$ cat src/rtl/axis_pkt_rr_arbiter.sv
// axis_pkt_rr_arbiter: packet-atomic round-robin arbiter feeding one shared AXI-Stream slice,
// with a maximum packet length that force-terminates runaway packets.
module axis_pkt_rr_arbiter #(
  parameter  int NUM_SRC   = 4,
  parameter  int DATA_W    = 8,
  parameter  int MAX_BEATS = 256,
  localparam int IDW       = NUM_SRC > 1 ? $clog2(NUM_SRC) : 1,
  localparam int CW        = $clog2(MAX_BEATS + 1)
) (
  input  logic                      clk,
  input  logic                      resetn,
  input  logic [NUM_SRC*DATA_W-1:0] s_data,
  input  logic [NUM_SRC-1:0]        s_valid,
  input  logic [NUM_SRC-1:0]        s_last,
  output logic [NUM_SRC-1:0]        s_ready,
  output logic [DATA_W-1:0]         m_data,
  output logic                      m_valid,
  output logic                      m_last,
  input  logic                      m_ready,
  output logic [IDW-1:0]            grant_id,
  output logic                      busy,
  output logic                      trunc_err
);
  typedef enum logic {IDLE, XFER} state_t;
  state_t         state_q, state_d;
  logic [IDW-1:0] gnt_q, gnt_d, ptr_q, ptr_d, pick;
  logic [CW-1:0]  cnt_q, cnt_d;
  logic           trunc_q, trunc_d, found, xfer, beat;
  always_comb begin
    pick  = '0;
    found = 1'b0;
    for (int k = 1; k <= NUM_SRC; k++) begin
      if (!found && s_valid[(int'(ptr_q) + k) % NUM_SRC]) begin
        pick  = IDW'((int'(ptr_q) + k) % NUM_SRC);
        found = 1'b1;
      end
    end
  end
  assign xfer      = state_q == XFER;
  assign m_valid   = xfer & s_valid[gnt_q];
  assign m_last    = xfer & (s_last[gnt_q] | (cnt_q == CW'(MAX_BEATS - 1)));
  assign m_data    = xfer ? s_data[gnt_q*DATA_W +: DATA_W] : '0;
  assign s_ready   = xfer ? (NUM_SRC'(m_ready) << gnt_q) : '0;
  assign beat      = m_valid & m_ready;
  assign grant_id  = gnt_q;
  assign busy      = xfer;
  assign trunc_err = trunc_q;
  always_comb begin
    state_d = state_q;
    gnt_d   = gnt_q;
    ptr_d   = ptr_q;
    cnt_d   = cnt_q;
    trunc_d = 1'b0;
    if (!xfer) begin
      if (found) begin
        gnt_d   = pick;
        cnt_d   = '0;
        state_d = XFER;
      end
    end else if (beat) begin
      cnt_d = cnt_q + 1'b1;
      if (m_last) begin
        // a last beat without the source's own s_last is a forced truncation
        ptr_d   = gnt_q;
        state_d = IDLE;
        trunc_d = ~s_last[gnt_q];
      end
    end
  end
  always_ff @(posedge clk or negedge resetn) begin
    if (!resetn) begin
      state_q <= IDLE;
      gnt_q   <= '0;
      ptr_q   <= IDW'(NUM_SRC - 1);
      cnt_q   <= '0;
      trunc_q <= 1'b0;
    end else begin
      state_q <= state_d;
      gnt_q   <= gnt_d;
      ptr_q   <= ptr_d;
      cnt_q   <= cnt_d;
      trunc_q <= trunc_d;
    end
  end
endmodule

$ cat config.mk
export PLATFORM = sky130hd
export DESIGN_NAME = axis_pkt_rr_arbiter
export DESIGN_NICKNAME = d
export VERILOG_FILES = /design/src/rtl/axis_pkt_rr_arbiter.sv
export SDC_FILE = /design/constraint.sdc
export NUM_CORES = 1
export LEC_CHECK = 0
export ABC_CLOCK_PERIOD_IN_PS = 1970
export CORE_MARGIN = 2
export CORE_UTILIZATION = 35
export DETAILED_ROUTE_END_ITERATION = 8
export PLACE_DENSITY = 0.71
export RECOVER_POWER = 25
export SYNTH_ARGS = -nofsm -noshare
export SYNTH_HDL_FRONTEND = slang
export SYNTH_SLANG_ARGS = --single-unit
$ cat constraint.sdc
create_clock -name clk -period 1.97 [get_ports clk]
set_clock_uncertainty 0.1 [all_clocks]
set_input_delay 0.394 -clock clk [delete_from_list [all_inputs] [get_ports clk]]
set_output_delay 0.394 -clock clk [all_outputs]
set_load 0.005 [all_outputs]
* Yosys cells after proc, flatten, opt, wreduce, memory -nomap -nowiden
Index checks and enable logic that the tools add are counted.
** Storage, ports and cells
- Bits in registers :: 15
- Bits in latches :: 0
- RAM bits :: 0
- Bits in read-only memories :: 0
- Output and inout port bits :: 18
- Logic and storage cells :: 79
- Memories kept :: 0
** Cells by class
- Add/sub/neg operators :: 5
- $mul :: 0
- Div/mod/pow operators :: 0
- Order comparisons :: 5
- Equality and inequality tests :: 2
- Shifts and indexed selects :: 2
- Muxes and demuxes :: 36
- Bitwise operators :: 10
- Reductions and logical operators :: 14
** Operators by type and width (count)
- variable part select 32 x 6 -> 8 bit :: 1
- 2-to-1 mux 9 bit :: 3
- 2-to-1 mux 1 bit :: 21
- < comparator 3 x 4 -> 1 bit, second input constant :: 4
- binary-select mux 1 bit (select 2 bit) :: 6
- adder 9 x 1 -> 9 bit, second input constant :: 1
- equality test 9 x 8 -> 1 bit, second input constant :: 1
- 2-to-1 mux 2 bit :: 4
- 2-to-1 mux 8 bit :: 1
- OR reduction 2 bit :: 4
- adder 2 x 1 -> 2 bit, second input constant :: 2
- adder 2 bit, second input constant :: 2
- AND 1 bit, first input constant :: 4
- 2-to-1 mux 4 bit :: 1
- AND reduction 2 bit :: 2
- left shift 1 x 2 -> 4 bit :: 1
- AND 1 bit :: 3
- logical AND 1 bit :: 3
- logical NOT 1 bit :: 3
- < comparator 2 x 3 -> 1 bit, second input constant :: 1
- AND reduction 3 bit :: 1
- != test 2 x 1 -> 1 bit, second input constant :: 1
- NOT 1 bit :: 2
- nonzero test 2 bit :: 1
- OR 1 bit :: 1

* Longest topological paths before layout
- Depth after elaboration :: 18
- Depth in mapped cells :: 8
- Mapped depth without buffers :: 8

* Least setup slack after synthesis
No wires, ideal clock.
- Path kind :: reg2out
- Start :: register gnt_q[0] (netlist: grant_id[0])
- End :: output m_data[1]
- Data arrival time :: 1.421 ns
- Slack :: 0.055 ns
- Stages on the path, launching flop included :: 5
- Buffers on the path :: 2
- Cell sequence :: dfrtp_1 buf_6 buf_2 mux4_2 and2_1
** On the way
- Longest elaborated chain between the ends :: 2
** Ends and longest elaborated chain
- start, declared :: line 26 : logic [IDW-1:0] gnt_q, gnt_d, ptr_q, ptr_d, pick;
- start signal, assigned :: line 79 : gnt_q <= gnt_d;
- variable part select 32 x 6 -> 8 bit :: line 42 : assign m_data = xfer ? s_data[gnt_q*DATA_W +: DATA_W] : '0;
- 2-to-1 mux 8 bit :: line 42
- end, declared :: line 16 : output logic [DATA_W-1:0] m_data,
Every way passes these cells.

* Worst setup path in the final report
- Start :: register cnt_q[2]
- End :: output m_last
** On the way
- Longest elaborated chain between the ends :: 3
** Ends and longest elaborated chain
- start, declared :: line 27 : logic [CW-1:0] cnt_q, cnt_d;
- start signal, assigned :: line 81 : cnt_q <= cnt_d;
- equality test 9 x 8 -> 1 bit :: line 41 : assign m_last = xfer & (s_last[gnt_q] | (cnt_q == CW'(MAX_BEATS - 1)));
- OR 1 bit :: line 41
- AND 1 bit :: line 41
- end, declared :: line 18 : output logic m_last,
Every way passes these cells.

==> flow_metrics.tcl <==
set metrics [dict create \
    ys_top_cells_by_area "dfrtp_1 (26%), mux4_2 (13%), mux2i_1 (6.4%)" \
    diodes 0 \
    cellInternalPower_uw 1910 \
    synth_ff_type "dfrtp_1" \
    crit_slowest_cell "dfrtp_1" \
    critPathMaxStageDelay_ns 0.37 \
    number_of_global_route_vias_before_repair 1432 \
    worstMarginPinSlew_ns 0.818 \
    core.rowCount 21 \
    period_share_pct 113 \
    number_of_pins_with_negative_max_slew_slack_in_the_final_report 0 \
    min_to "cnt_q[4]$_DFFE_PN0P_" \
    grt_remaining_overflow 0 \
    maxClockFrequency_mhz 450 \
    core_um2 3390 \
    numPlacedInstances 253 \
    p_seq_share_pct 17.4 \
    start_util_pct 37.1 \
    crit_path_max_fanout 2 \
    groute.usage.overall_pct 20.1 \
    dr.first_iter.drc_count 42 \
    ys_ff_latch 15 \
    min_period_ns 2.22 \
    post_drt_wl_per_cell_um 16.1 \
    synth_edf_count 0 \
    timing.rr.end "ptr_q[1]$_DFFE_PN1P_" \
    cap_violations 0 \
    hp-start "cnt_q[4]$_DFFE_PN0P_" \
    detailedPlacementHpwl_mm 3.09 \
    rsz_0062_raised_after_global_routing "true" \
    syn_inst 121 \
    grt_max_degree 16 \
    yosys.area.top_type "dfrtp_1" \
    worst-endpoint-required_ns 1.48 \
    netlist_top_cells_count "dfrtp_1 (13), nand2_1 (13), and2_1 (9)" \
    critical_path.endpoint_type "output port" \
    vias_per_cell 5.10 \
    hold_viol 0 \
    critPathArrivalTime_ns 1.73 \
    nets 280 \
    grt_pass1_wl_mm 6.60 \
    final_setup_violations 10 \
    port_buffers 60 \
    ys.warnings.count 0 \
    share_clk_of_total_power_pct 6.0 \
    critPathLaunchType "flop" \
    violations "setup timing" \
    setup_ws_ns -0.254 \
    holdPathStages 2 \
    htree_levels 1 \
    clkSlewWorstSetupHoldPaths_ns 0.09 \
    drtAntennaViolNets 0 \
    final_layout_size_suffix_gt1_share_pct 47.9 \
    detail_route.drc_violations 0 \
    max_rail_drop_vdd_mv 0.522 \
    reg2reg_depth 9 \
    area.growth.synth_to_final_pct 100 \
    design.portCount 61 \
    total_leakage_power_uw 0.00115 \
    die-area_um2 4090 \
    combinationalPowerShare_pct 76.6 \
    fp.dieW_um 63.9 \
    outcome "complete, but fails checks" \
    async_reset_ff_share_pct 100 \
    cts.path.max_buffers 2 \
    numCtsBuffers 3 \
    critical_path_class "flop to output port" \
    crit_path_cell_trace "and3_4 > nand3_4 > nor2_2 > ha_2 > nor2b_2 > a22oi_2 > and2_1 > buf_2" \
    antenna_violations_before_repair 0 \
    clock_insertion_delay_worst_skew_ns 0.28 \
    root_buffer "clkbuf_4" \
    power-per-cell-area_nw_per_um2 1160 \
    hp-class "flop to flop" \
    ff2ff_setup_slack_ns 0.05 \
    gp_congestion 0.797 \
    drt_pass1_iterations 4 \
    fin_setup_tns_ns -1.92 \
    net_count_of_the_mapped_netlist 166 \
    cts.sinks 15 \
    final_cell_count_no_fill 280 \
    synth_area_um2 1260 \
    post_synth_num_cell_types 41 \
    drt-total-wl_mm 4.51 \
    route.vias.total 1429 \
    fp.dieH_um 63.9 \
    yosys.area.top_type_share_pct 25.9 \
    hold-worst-slack_ns 0.460 \
    tritoncts "done" \
    power.switching_uw 1020 \
    regToRegStartpoint "grant_id[1]$_DFFE_PN0P_" \
    switching_fraction_pct 34.9 \
    syn_avg_cell_area_um2 10.4 \
    relSlewSlack_pct 45.5 \
    sequential_element_share_of_the_synthesized_area_pct 30.0 \
]
-- state kept, by name (all words and copies together), names as in the netlist --
register / cells
ptr_q: 2
grant_id: 2
trunc_err: 1
cnt_q: 9
busy: 1
-- per-layer routing --
layer | wire length [um] | GRT usage [%]
met1 | 1720 | 23.2
met2 | 2470 | 37.9
met3 | 295 | 3.52
met4 | 27 | 4.62
met5 | 0 | 0
-- power groups by stage --
stage | sequential, uW | combinational, uW | clock [uW]
floorplan | 492 | 861 | 0
global placement | 503 | 1670 | 0
detailed placement | 514 | 1710 | 0
CTS | 525 | 1960 | 185
global route | 519 | 2400 | 199
finish | 509 | 2250 | 177
-- final cells by class --
class	instances	area, um^2
timing repair buffer	116	1120
multi-input combinational	97	931
fill	242	871
sequential	15	380
tap	46	57.6
clock buffer	4	26.3
inverter	2	7.51
-- worst max-delay path, delay by kind of cell (launching register included) --
| family | cells | cell delay, ns |
|---|---|---|
| and+or+nand+nor | 5 | 0.58 |
| DFF | 1 | 0.37 |
| adders and majority gates | 1 | 0.20 |
| AOI/OAI and AO/OA | 1 | 0.18 |
| buffers and inverters | 1 | 0.12 |
-- logic make-up after synthesis --
family / after synthesis / synth area share [%]
AOI/OAI and AO/OA: 18 / 11.0
adders and majority gates: 2 / 1.99
DFF: 15 / 30.0
buffers and inverters: 9 / 4.08
and+or+nand+nor: 57 / 27.3
muxes: 20 / 25.6
-- stage by stage --
stage	total power [uW]	setup WS [ns]	util [%]	cell area, um^2
2_1_floorplan	1350	0.0546	-	1260
6_report	2930	-0.254	74.3	2520
5_1_grt	3120	-0.333	74.3	2520
3_5_place_dp	2230	-0.418	63.6	2160
3_3_place_gp	2170	-0.412	63.6	2160
4_1_cts	2670	-0.255	69.5	2350
-- worst max path at each step --
stage                            startpoint        end  slack [ns]  cells past startpoint
finish                 cnt_q[2]$_DFFE_PN0P_     m_last       -0.25                      8
floorplan           grant_id[0]$_DFFE_PN0P_  m_data[1]        0.05                      4
detailed placement                s_data[7]  m_data[7]       -0.42                      4
global placement                 s_data[15]  m_data[7]       -0.41                      4
global route           cnt_q[2]$_DFFE_PN0P_     m_last       -0.33                      8
CTS                 grant_id[0]$_DFFE_PN0P_    m_valid       -0.25                      6
-- cell usage in the layout, fill, tap and decap left out, types with 3 or more instances in the layout --
cell type / n
dfrtp_1: 11
nor2_1: 4
mux2i_4: 3
buf_6: 17
clkdlybuf4s50_1: 40
nand2_1: 12
buf_12: 4
nand2b_1: 4
clkbuf_4: 3
and2_4: 5
a21oi_1: 5
mux2i_1: 6
o21a_1: 3
nand4_1: 4
and2_1: 4
mux4_2: 8
nor2_2: 4
dlygate4sd2_1: 4
buf_2: 5
dlymetal6s2s_1: 3
buf_4: 37
-- timing repair --
| item | 4_1_cts | 5_1_grt |
|---|---|---|
| gates resized for setup | 71 | 35 |
| hold buffers | 0 | 0 |
| setup buffers | 17 | 10 |
| cloned | 1 | 0 |
| pin swaps | 14 | 15 |
| setup endpoints to repair | 15 | 25 |
Power figures use the tool's default switching activity.
